File: config.mk
export PLATFORM = sky130hd
export DESIGN_NAME = vend_ctrl
export DESIGN_NICKNAME = d
export VERILOG_FILES = /design/src/rtl/vend_pkg.sv /design/src/rtl/ack_watchdog.sv /design/src/rtl/vend_ctrl.sv
export SDC_FILE = /design/constraint.sdc
export NUM_CORES = 1
export LEC_CHECK = 0
export BUFFER_PORTS_ARGS = -buffer_cell sky130_fd_sc_hd__buf_4
export CAP_MARGIN = 30
export CORE_AREA = 2 2 49 51
export CTS_CLUSTER_SIZE = 30
export DETAILED_ROUTE_END_ITERATION = 8
export DIE_AREA = 0 0 51 53
export GPL_TIMING_DRIVEN = 0
export PLACE_DENSITY = 0.73
export SETUP_SLACK_MARGIN = 0.05
export SLEW_MARGIN = 20
export SYNTH_ARGS = -nofsm -noshare
export SYNTH_HDL_FRONTEND = slang
export SYNTH_SLANG_ARGS = --single-unit
File: constraint.sdc
create_clock -name clk -period 2.46 [get_ports clk]
set_input_delay 0.369 -clock clk [delete_from_list [all_inputs] [get_ports clk]]
set_output_delay 0.369 -clock clk [all_outputs]
set_load 0.05 [all_outputs]
File: src/rtl/vend_pkg.sv
// Shared types and constants for the vending sequencing controller:
// FSM state encoding, coin values, payout denominations and coin-decode helpers.
package vend_pkg;

  typedef enum logic [1:0] {
    COLLECT = 2'd0,
    VEND    = 2'd1,
    PAYOUT  = 2'd2,
    FAULT   = 2'd3
  } vend_state_e;

  localparam logic [2:0] VAL1 = 3'd1;
  localparam logic [2:0] VAL2 = 3'd2;
  localparam logic [2:0] VAL5 = 3'd5;

  localparam logic [2:0] PAY_BIG   = 3'd2;
  localparam logic [2:0] PAY_SMALL = 3'd1;

  // Value of the single coin that wins arbitration (coin5 > coin2 > coin1).
  function automatic logic [2:0] coin_value(input logic c5, input logic c2, input logic c1);
    logic [2:0] v;
    if (c5) begin
      v = VAL5;
    end else if (c2) begin
      v = VAL2;
    end else if (c1) begin
      v = VAL1;
    end else begin
      v = 3'd0;
    end
    return v;
  endfunction

  function automatic logic coin_multi(input logic c5, input logic c2, input logic c1);
    return (c5 & (c2 | c1)) | (c2 & c1);
  endfunction

endpackage

File: src/rtl/ack_watchdog.sv
// Request/acknowledge wait counter for the hopper handshakes; flags expiry after
// ACK_TIMEOUT request-high cycles without ack. Exists only with VEND_CTRL_TIMEOUT_EN.
`ifdef VEND_CTRL_TIMEOUT_EN
module ack_watchdog #(
  parameter int unsigned ACK_TIMEOUT = 15
) (
  input  logic clk,
  input  logic rst,
  input  logic req,
  input  logic ack,
  output logic expired
);

  localparam int unsigned CNT_W = (ACK_TIMEOUT < 2) ? 1 : $clog2(ACK_TIMEOUT);
  localparam logic [CNT_W-1:0] LAST = CNT_W'(ACK_TIMEOUT - 1);

  logic [CNT_W-1:0] cnt_r;
  logic             waiting_s;

  assign waiting_s = req & ~ack;
  assign expired   = waiting_s & (cnt_r == LAST);

  // Wait counter: any cycle without an outstanding unanswered request restarts it.
  always_ff @(posedge clk or posedge rst) begin
    if (rst) begin
      cnt_r <= '0;
    end else if (waiting_s && !expired) begin
      cnt_r <= cnt_r + CNT_W'(1);
    end else begin
      cnt_r <= '0;
    end
  end

endmodule
`endif

File: src/rtl/vend_ctrl.sv
// Vending sequencer: coin credit accumulation, product vend handshake and greedy
// change payout. Optional hopper timeout/FAULT state under VEND_CTRL_TIMEOUT_EN.
module vend_ctrl
  import vend_pkg::*;
#(
  parameter int unsigned PRICE       = 3,
  parameter int unsigned CREDIT_W    = 4,
  parameter int unsigned ACK_TIMEOUT = 15
) (
  input  logic                clk,
  input  logic                rst,
  input  logic                coin1,
  input  logic                coin2,
  input  logic                coin5,
  input  logic                cancel,
  output logic                vend_req,
  input  logic                vend_ack,
  output logic                pay1_req,
  output logic                pay2_req,
  input  logic                pay_ack,
  output logic [CREDIT_W-1:0] credit,
  output logic                coin_rej,
  output logic                busy,
  output logic                fault
);

  localparam int unsigned CW1        = CREDIT_W + 1;
  localparam int unsigned MAX_CREDIT = (1 << CREDIT_W) - 1;
  localparam logic [CREDIT_W:0]   MAX_W   = CW1'(MAX_CREDIT);
  localparam logic [CREDIT_W:0]   PRICE_W = CW1'(PRICE);
  localparam logic [CREDIT_W-1:0] PRICE_C = CREDIT_W'(PRICE);
  localparam logic [CREDIT_W-1:0] PAY2_C  = CREDIT_W'(PAY_BIG);
  localparam logic [CREDIT_W-1:0] PAY1_C  = CREDIT_W'(PAY_SMALL);

  if (PRICE < 1 || PRICE > MAX_CREDIT || ACK_TIMEOUT < 1) begin : g_bad_params
    $error("vend_ctrl: PRICE or ACK_TIMEOUT out of range");
  end

  vend_state_e         state_r, state_s;
  logic [CREDIT_W-1:0] credit_r, credit_s;
  logic                vend_req_r, vend_req_s;
  logic                pay1_req_r, pay1_req_s;
  logic                pay2_req_r, pay2_req_s;
  logic                coin_rej_r, coin_rej_s;
  logic                busy_r, busy_s;
  logic                coin_any_s;
  logic                pay_acked_s;
  logic [CREDIT_W:0]   sum_s;

  assign coin_any_s = coin1 | coin2 | coin5;
  assign sum_s      = {1'b0, credit_r} + CW1'(coin_value(coin5, coin2, coin1));

`ifdef VEND_CTRL_TIMEOUT_EN
  logic fault_r, fault_s;
  logic expired_s;

  ack_watchdog #(
    .ACK_TIMEOUT(ACK_TIMEOUT)
  ) u_ack_watchdog (
    .clk    (clk),
    .rst    (rst),
    .req    (vend_req_r | pay1_req_r | pay2_req_r),
    .ack    ((vend_req_r & vend_ack) | ((pay1_req_r | pay2_req_r) & pay_ack)),
    .expired(expired_s)
  );
`endif

  // Next-state, credit arithmetic and next values of every registered output.
  always_comb begin
    state_s     = state_r;
    credit_s    = credit_r;
    coin_rej_s  = 1'b0;
    pay_acked_s = 1'b0;
    vend_req_s  = 1'b0;
    pay1_req_s  = 1'b0;
    pay2_req_s  = 1'b0;
    busy_s      = 1'b0;

    case (state_r)
      COLLECT: begin
        if (cancel && (credit_r != '0)) begin
          state_s    = PAYOUT;
          coin_rej_s = coin_any_s;
        end else if (coin_any_s) begin
          if (sum_s > MAX_W) begin
            coin_rej_s = 1'b1;
          end else begin
            credit_s   = sum_s[CREDIT_W-1:0];
            coin_rej_s = coin_multi(coin5, coin2, coin1);
            if (sum_s >= PRICE_W) begin
              state_s = VEND;
            end else begin
              state_s = COLLECT;
            end
          end
        end else begin
          state_s = COLLECT;
        end
      end
      VEND: begin
        coin_rej_s = coin_any_s;
        if (vend_req_r && vend_ack) begin
          credit_s = credit_r - PRICE_C;
          if (credit_s == '0) begin
            state_s = COLLECT;
          end else begin
            state_s = PAYOUT;
          end
        end else begin
          state_s = VEND;
        end
      end
      PAYOUT: begin
        coin_rej_s = coin_any_s;
        if ((pay1_req_r || pay2_req_r) && pay_ack) begin
          pay_acked_s = 1'b1;
          credit_s    = credit_r - (pay2_req_r ? PAY2_C : PAY1_C);
          if (credit_s == '0) begin
            state_s = COLLECT;
          end else begin
            state_s = PAYOUT;
          end
        end else begin
          state_s = PAYOUT;
        end
      end
      FAULT: begin
        coin_rej_s = coin_any_s;
        state_s    = FAULT;
      end
      default: begin
        coin_rej_s = coin_any_s;
        state_s    = COLLECT;
      end
    endcase

`ifdef VEND_CTRL_TIMEOUT_EN
    if (expired_s) begin
      state_s     = FAULT;
      credit_s    = credit_r;
      pay_acked_s = 1'b0;
    end else begin
      state_s = state_s;
    end
    fault_s = (state_s == FAULT);
`endif

    vend_req_s = (state_s == VEND);
    // A just-acked pay request stays low for one cycle before the next coin.
    if ((state_s == PAYOUT) && !pay_acked_s) begin
      pay2_req_s = (credit_s >= PAY2_C);
      pay1_req_s = (credit_s <  PAY2_C);
    end else begin
      pay2_req_s = 1'b0;
      pay1_req_s = 1'b0;
    end
    busy_s = (state_s == VEND) || (state_s == PAYOUT);
  end

  // State, credit and output registers.
  always_ff @(posedge clk or posedge rst) begin
    if (rst) begin
      state_r    <= COLLECT;
      credit_r   <= '0;
      vend_req_r <= 1'b0;
      pay1_req_r <= 1'b0;
      pay2_req_r <= 1'b0;
      coin_rej_r <= 1'b0;
      busy_r     <= 1'b0;
    end else begin
      state_r    <= state_s;
      credit_r   <= credit_s;
      vend_req_r <= vend_req_s;
      pay1_req_r <= pay1_req_s;
      pay2_req_r <= pay2_req_s;
      coin_rej_r <= coin_rej_s;
      busy_r     <= busy_s;
    end
  end

`ifdef VEND_CTRL_TIMEOUT_EN
  // Sticky fault flag; only rst leaves FAULT.
  always_ff @(posedge clk or posedge rst) begin
    if (rst) begin
      fault_r <= 1'b0;
    end else begin
      fault_r <= fault_s;
    end
  end
  assign fault = fault_r;
`else
  assign fault = 1'b0;
`endif

  assign vend_req = vend_req_r;
  assign pay1_req = pay1_req_r;
  assign pay2_req = pay2_req_r;
  assign credit   = credit_r;
  assign coin_rej = coin_rej_r;
  assign busy     = busy_r;

endmodule

==> summary.md, run 1 <==
| Metric | Value |
|---|---|
| Outcome | `finished clean` |
| WL per Instance | `13.97 µm` |
| Met3 wire len | `88 µm` |
| Worst-path clk slew | `0.07 ns` |
| Antenna violations before repair | `0` |
| Root buffer cell | `clkbuf_4` |
| Hold_ws | `0.09237 ns` |
| Post-synth top area cell | `dfrtp_1` |
| First-pass DRT Iterations | `4` |
| Cell Area, Placed | `1224 µm²` |
| First-pass GRT wire length | `4.064 mm` |
| Area Overhead vs Synth | `33.73%` |
| Post-route ant nets | `0` |
| Main synth FF type | `dfrtp_1` |
| Share of cells above drive strength 1 | `46.53%` |
| Core box area | `2148 µm²` |
| Most common cell after layout, fill and taps aside | `buf_4` |
| Via Count | `951` |
| TritonCTS Sinks | `11` |
| Asr flop ratio synth | `100.0%` |
| CP Class | `reg2reg` |
| Rel. slew slack | `64.03%` |
| Power share of the combinational group | `72.4%` |
| Final Hold Viols | `0` |
| Largest net degree at the start of global routing | `12` |
| Seq/Total Area, Yosys | `26.32%` |
| F_max | `414.2 MHz` |
| Vias per cell | `5.529` |
| Met2 routed WL | `1.199 mm` |
| Most frequent cells in the layout | `buf_4 (25), nand2_1 (8), dfrtp_1 (7), inv_2 (6)` |
| Min Tclk post-route | `2.414 ns` |
| Initial DRC Count | `19` |
| Mapped Avg Cell Area | `9.017 µm²` |
| RePlAce Congestion | `0.9124` |
| HPWL after DPL | `1.802 mm` |
| HP Class | `in2async` |
| Final-report max-slew violation count | `0` |
| Crit start category | `register` |
| Synthesis Warnings | `0` |
| Syn_nets | `135` |
| CTS tree | `built` |
| Post-synthesis cell count | `116` |
| Reg2reg setup slack | `0.05 ns` |
| Synthesized area | `1046 µm²` |
| Max Used Layer | `met4` |
| Filler Cells Inserted | `185` |
| Pleak | `0.5905 nW` |
| Clock Latency Late Sink | `0.26 ns` |
| GRT Total Usage | `20.21%` |
| Die W | `51 µm` |
| RSZ-0062 raised after global routing | `true` |
| Flops & latches, synth | `11` |
| Yosys top cell area share | `26.32%` |
| Pwr/cell area | `1158 nW/µm²` |
| Final Util | `65.11%` |
| Switching power share of the total | `49.41%` |
| Number of enable flip-flop cells after synthesis | `0` |
| PortBufs | `16` |
| Critical path arrival | `2.57 ns` |
| Slew @ Worst Pin | `0.5359 ns` |
| Initial Util | `48.69%` |
| Met1 Wirelength | `1.104 mm` |
| Max Fanout on Critical Path | `4` |
| GRT overflow | `0` |
| DRC viols | `0` |
| Fin crit share | `98.14%` |
| Final setup viols | `0` |
| Top Ports | `18` |
| Hold bufs inserted after CTS | `0` |
| Internal power | `0.0008194 W` |
| Sw Pwr | `0.0008002 W` |
| Distinct cells, synth | `45` |
| Clk pwr share | `7.1%` |
| H-tree depth | `1` |
| Worst vdd ir | `717.7 µV` |
| Flop pwr share | `20.5%` |
| Die area | `2703 µm²` |
| CTS buffer count | `3` |
| Critical Path RT | `2.62 ns` |
| Critical Path End Type | `register` |
| Final wirelength | `2.402 mm` |
| Vias in the first global route | `896` |
| TNS Setup | `0 ns` |
| Die extent in y | `53 µm` |
| Final Cell Area | `1399 µm²` |
| Max-capacitance violation count | `0` |
| Antenna Diode Count | `0` |
| Max Buffers Root-to-Sink | `2` |
| Row Count | `17` |
| Synth top area cells | `dfrtp_1 (26%), ha_1 (11%), inv_1 (4.3%)` |
| Clock Skew | `0.005330 ns` |
| Fin nets | `164` |
==> worst max-delay path, cell delays in order (launching register included) <==
cell	delay [ns]
dfrtp_4	0.47
ha_4	0.15
inv_2	0.03
fa_2	0.53
nor2b_1	0.05
or4_4	0.49
a32oi_4	0.24
ha_4	0.18
nand2_2	0.04
nor4_2	0.14
==> state kept, by name, indices dropped and copies added (netlist names) <==
register,cells
coin_rej,1
pay2_req,1
vend_req,1
credit,4
state_r,2
busy,1
pay1_req,1
==> routing by layer <==
layer / vias to the layer above / global-route usage [%]
met2: 22 / 33.33
met5: - / 0
met3: 2 / 1.695
li1: 472 / -
met1: 455 / 27.64
met4: 0 / 7.207
==> cell families (layout without fill, tap and decap cells) <==
logic type	Yosys count	count (layout)	share of synthesized area, %
compound gates	26	26	19.62
other cells	1	1	0.3585
xor+xnor	7	7	5.861
fa+ha+maj	12	12	15.55
buf+inv	16	44	7.057
mux	3	3	2.871
flops	11	11	26.32
simple gates	40	40	22.37
==> path summary, 6_finish.rpt <==
path	from	endpoint	cells after the start
setup / recovery	credit[0]	pay1_req	9
hold / removal	rst	credit[0]	2
setup reg to reg	credit[0]	pay1_req	9
hold reg to reg	state_r[1]	credit[0]	2
max in group asynchronous	rst	credit[1]	2
min in group clk	coin1	coin_rej	3
==> power groups by stage <==
stage,clock network (W),registers [W],logic (W)
after global placement,0,0.000345,0.000920
after CTS,0.000120,0.000324,0.00104
after detailed placement,0,0.000346,0.000935
after floorplan,0,0.000478,0.000567
final,0.000115,0.000332,0.00117
after global routing,0.000129,0.000345,0.00130
==> cell type report <==
cell class / count / area, µm² / share of cell area (%)
Multi-Input combinational cell: 89 / 795.8 / 56.89
Sequential cell: 11 / 285.3 / 20.39
Timing Repair Buffer: 24 / 180.2 / 12.88
Inverter: 12 / 47.55 / 3.399
Tap cell: 28 / 35.03 / 2.504
Buffer: 4 / 28.78 / 2.057
Clock buffer: 4 / 26.28 / 1.878
==> what timing repair did <==
item	in CTS	in global routing
buffers inserted	3	5
endpoints found under the hold margin	0	0
pin swaps	2	7
resized for setup	13	14
endpoints found under the setup margin	4	4
==> Yosys cell counts (3+ instances only) <==
library cell,n
inv_1,12
dfrtp_1,11
ha_1,9
nand2_1,9
o21ai_0,6
nor2_1,5
xnor2_1,5
nand3_1,4
a21oi_1,3
a22oi_1,3
mux2i_1,3
nor2b_1,3
nor3_1,3
==> through the flow <==
step / std cells / total power [W] / setup slack, ns
after floorplan: 116 / 0.001045 / -0.001231
after global placement: 160 / 0.001265 / -0.3127
after detailed placement: 160 / 0.001281 / -0.3521
after CTS: 167 / 0.001485 / -0.01493
after global routing: 172 / 0.001770 / -0.05474
final: 172 / 0.001620 / 0.04580
Power figures use the tool's default switching activity.
==> inputs of run 2 (changes only) <==
- PLACE_DENSITY: 0.73 -> 0.7
- SYNTH_HIERARCHICAL: unset -> 1
- clock period: 2.46 -> 2.7 ns (I/O delays scaled with it)
==> summary.md, run 2 <==
| Metric | Value |
|---|---|
| Max Fanout on Critical Path | `5 (+1)` |
| Via Count | `958 (+0.74%)` |
| Inst Count DP | `160 (unchanged)` |
| Die W | `51 µm (unchanged)` |
| Clock Latency Late Sink | `0.28 ns (+0.02 ns)` |
| Pleak | `0.5782 nW (-2.1%)` |
| Post-synth top area cell | `dfrtp_1` |
| Asr flop ratio synth | `100.0% (unchanged)` |
| Flops & latches, synth | `11 (unchanged)` |
| Die extent in y | `53 µm (unchanged)` |
| H-tree depth | `1 (unchanged)` |
| Fin crit share | `94.35% (-3.8 points)` |
| F_max | `392.5 MHz (-5.2%)` |
| Worst vdd ir | `747.2 µV (+4.1%)` |
| Top Ports | `18 (unchanged)` |
| Non-Filler Instances | `170 (-1.2%)` |
| Post-route ant nets | `0 (unchanged)` |
| Mapped Avg Cell Area | `9.017 µm² (unchanged)` |
| GRT Total Usage | `19.56% (-0.64 points)` |
| Max-capacitance violation count | `0 (unchanged)` |
| Critical Path End Type | `register` |
| Yosys top cell area share | `26.32% (unchanged)` |
| Fin nets | `162 (-1.2%)` |
| Final Cell Area | `1294 µm² (-7.5%)` |
| DRC viols | `0 (unchanged)` |
| GRT overflow | `0 (unchanged)` |
| Reg2reg end | `pay1_req` |
| Synthesized area | `1046 µm² (unchanged)` |
| First-pass DRT Iterations | `4 (unchanged)` |
| Vias in the first global route | `881 (-1.7%)` |
| Synthesis Warnings | `6 (+6)` |
| Main synth FF type | `dfrtp_1` |
| Final-report max-slew violation count | `0 (unchanged)` |
| Reg2reg start | `credit[0]` |
| Distinct cells, synth | `45 (unchanged)` |
| WL per Instance | `14.59 µm (+4.5%)` |
| Most frequent cells in the layout | `buf_4 (23), inv_1 (12), nand2_1 (9), dfrtp_1 (9), ha_1 (8)` |
| First-pass GRT wire length | `3.912 mm (-3.7%)` |
| Reg2reg setup slack | `0.15 ns (+0.11 ns)` |
| RSZ-0062 raised after global routing | `false` |
| TNS Setup | `0 ns (unchanged)` |
| Count leader, synth | `inv_1` |
| Worst Setup SP | `credit[0]` |
| Rel. slew slack | `60.41% (-3.6 points)` |
| Outcome | `finished clean` |
| Crit start category | `register` |
| PortBufs | `16 (unchanged)` |
| Max Buffers Root-to-Sink | `2 (unchanged)` |
| Hold bufs inserted after CTS | `0 (unchanged)` |
| Syn_nets | `135 (unchanged)` |
| Area Overhead vs Synth | `23.68%` |
| Initial Util | `48.69% (unchanged)` |
| HPWL after DPL | `1.898 mm (+5.3%)` |
| Antenna Diode Count | `0 (unchanged)` |
| Post-synthesis cell count | `116 (unchanged)` |
| TritonCTS Sinks | `11 (unchanged)` |
| CP Class | `reg2reg` |
| RePlAce Congestion | `0.8432 (-7.6%)` |
| Worst-path clk slew | `0.07 ns (about the same)` |
| Max reg flops | `4 (unchanged)` |
| Row Count | `17 (unchanged)` |
| HP Class | `in2async` |
| Final wirelength | `2.481 mm (+3.3%)` |
| R2r worst-path depth | `9 (unchanged)` |
| Number of enable flip-flop cells after synthesis | `0 (unchanged)` |
| CTS buffer count | `3 (unchanged)` |
| Synth top area cells | `dfrtp_1 (26%), ha_1 (11%), inv_1 (4.3%)` |
| CTS tree | `built` |
| Final setup viols | `0 (unchanged)` |
| Share of cells above drive strength 1 | `31.69% (-15 points)` |
| Cell Area, Placed | `1204 µm² (-1.6%)` |
| Critical Path RT | `2.88 ns (+0.26 ns)` |
| Root buffer cell | `clkbuf_4` |
| Slew @ Worst Pin | `0.5899 ns (+0.05403 ns)` |
| Largest net degree at the start of global routing | `12 (unchanged)` |
| Most common cell after layout, fill and taps aside | `buf_4` |
| Clock Skew | `0.004847 ns (-0.0004830 ns)` |
| Core box area | `2148 µm² (unchanged)` |
| Vias per cell | `5.635 (+1.9%)` |
| Antenna violations before repair | `0 (unchanged)` |
| Pwr/cell area | `1049 nW/µm² (-9.4%)` |
| Crit path to | `pay1_req` |
| Final Hold Viols | `0 (unchanged)` |
| Initial DRC Count | `26 (+7)` |
| Min Tclk post-route | `2.548 ns (+0.1334 ns)` |
| Die area | `2703 µm² (unchanged)` |
| Critical path arrival | `2.73 ns (+0.16 ns)` |
| Seq/Total Area, Yosys | `26.32% (unchanged)` |
| Commonest cells in the netlist | `inv_1 (12), dfrtp_1 (11), ha_1 (9), nand2_1 (9), o21ai_0 (6)` |
run 2: cell counts after synthesis:
No cell type changed its count.
run 2: timing repair:
action | CTS | global route
pin swaps | 0 | 1
resized for setup | 1 | 5
setup buffers | 0 | 6
setup endpoints to repair | 1 | 2
run 2: through the flow:
stage | hold slack [ns] | total power (W) | utilization (%) | setup WS (ns)
4_1_cts | 0.1162 | 0.001290 | 57.60 | 0.06849
2_1_floorplan | 0.2573 | 0.0009366 | - | 0.1561
6_report | 0.1054 | 0.001358 | 60.22 | 0.1524
3_3_place_gp | 0.4112 | 0.001137 | 56.03 | -0.1549
3_5_place_dp | 0.4174 | 0.001165 | 56.03 | -0.2053
5_1_grt | 0.1530 | 0.001457 | 60.22 | 0.02920
run 2: worst min path at each step:
stage,cells after the start,slack [ns],to,from
final,2,0.11,state_r[1],rst
after global routing,2,0.15,state_r[1],rst
after CTS,2,0.12,busy,rst
after detailed placement,2,0.42,coin_rej,rst
after global placement,2,0.41,coin_rej,rst
after floorplan,1,0.26,busy,rst
run 2: report_power, final:
| part | total [W] | switching [W] | leakage [nW] | internal, W |
|---|---|---|---|---|
| clock | 0.000112 | 0.0000546 | 0.0150 | 0.0000573 |
| combinational | 0.000953 | 0.000564 | 0.444 | 0.000389 |
| sequential | 0.000293 | 0.0000681 | 0.120 | 0.000225 |
run 2: critical path: stages (launching register included):
cell	delay, ns
dfrtp_2	0.41
ha_1	0.18
inv_1	0.05
fa_2	0.54
nor2b_1	0.05
or4_1	0.50
a32oi_2	0.30
ha_2	0.22
nand2_1	0.06
nor4_2	0.14
run 2: layout make-up:
type | instances | area (µm²)
Sequential cell | 11 | 277.8
Fill cell | 190 | 854.6
Buffer | 4 | 28.78
Multi-Input combinational cell | 89 | 715.7
Inverter | 12 | 45.04
Clock buffer | 4 | 26.28
Timing Repair Buffer | 22 | 165.2
Tap cell | 28 | 35.03
run 2: cell families (layout without fill, tap and decap cells):
| logic type | after synthesis | in the layout | share of synthesized area, % |
|---|---|---|---|
| AO/OA/AOI/OAI | 26 | 26 | 19.62 |
| XOR/XNOR | 7 | 7 | 5.861 |
| adder cells (fa/ha/maj) | 12 | 12 | 15.55 |
| buffers and inverters | 16 | 42 | 7.057 |
| flip-flops | 11 | 11 | 26.32 |
| multiplexers | 3 | 3 | 2.871 |
| other | 1 | 1 | 0.3585 |
| AND/OR/NAND/NOR | 40 | 40 | 22.37 |
run 2: routing by layer:
layer / track usage [%] / vias up / part of all wire (%)
met1: 25.09 / 462 / 45
met5: 0 / - / 0
li1: - / 466 / -
met2: 30.52 / 23 / 48
met3: 1.977 / 7 / 3.5
met4: 14.41 / 0 / 3.2
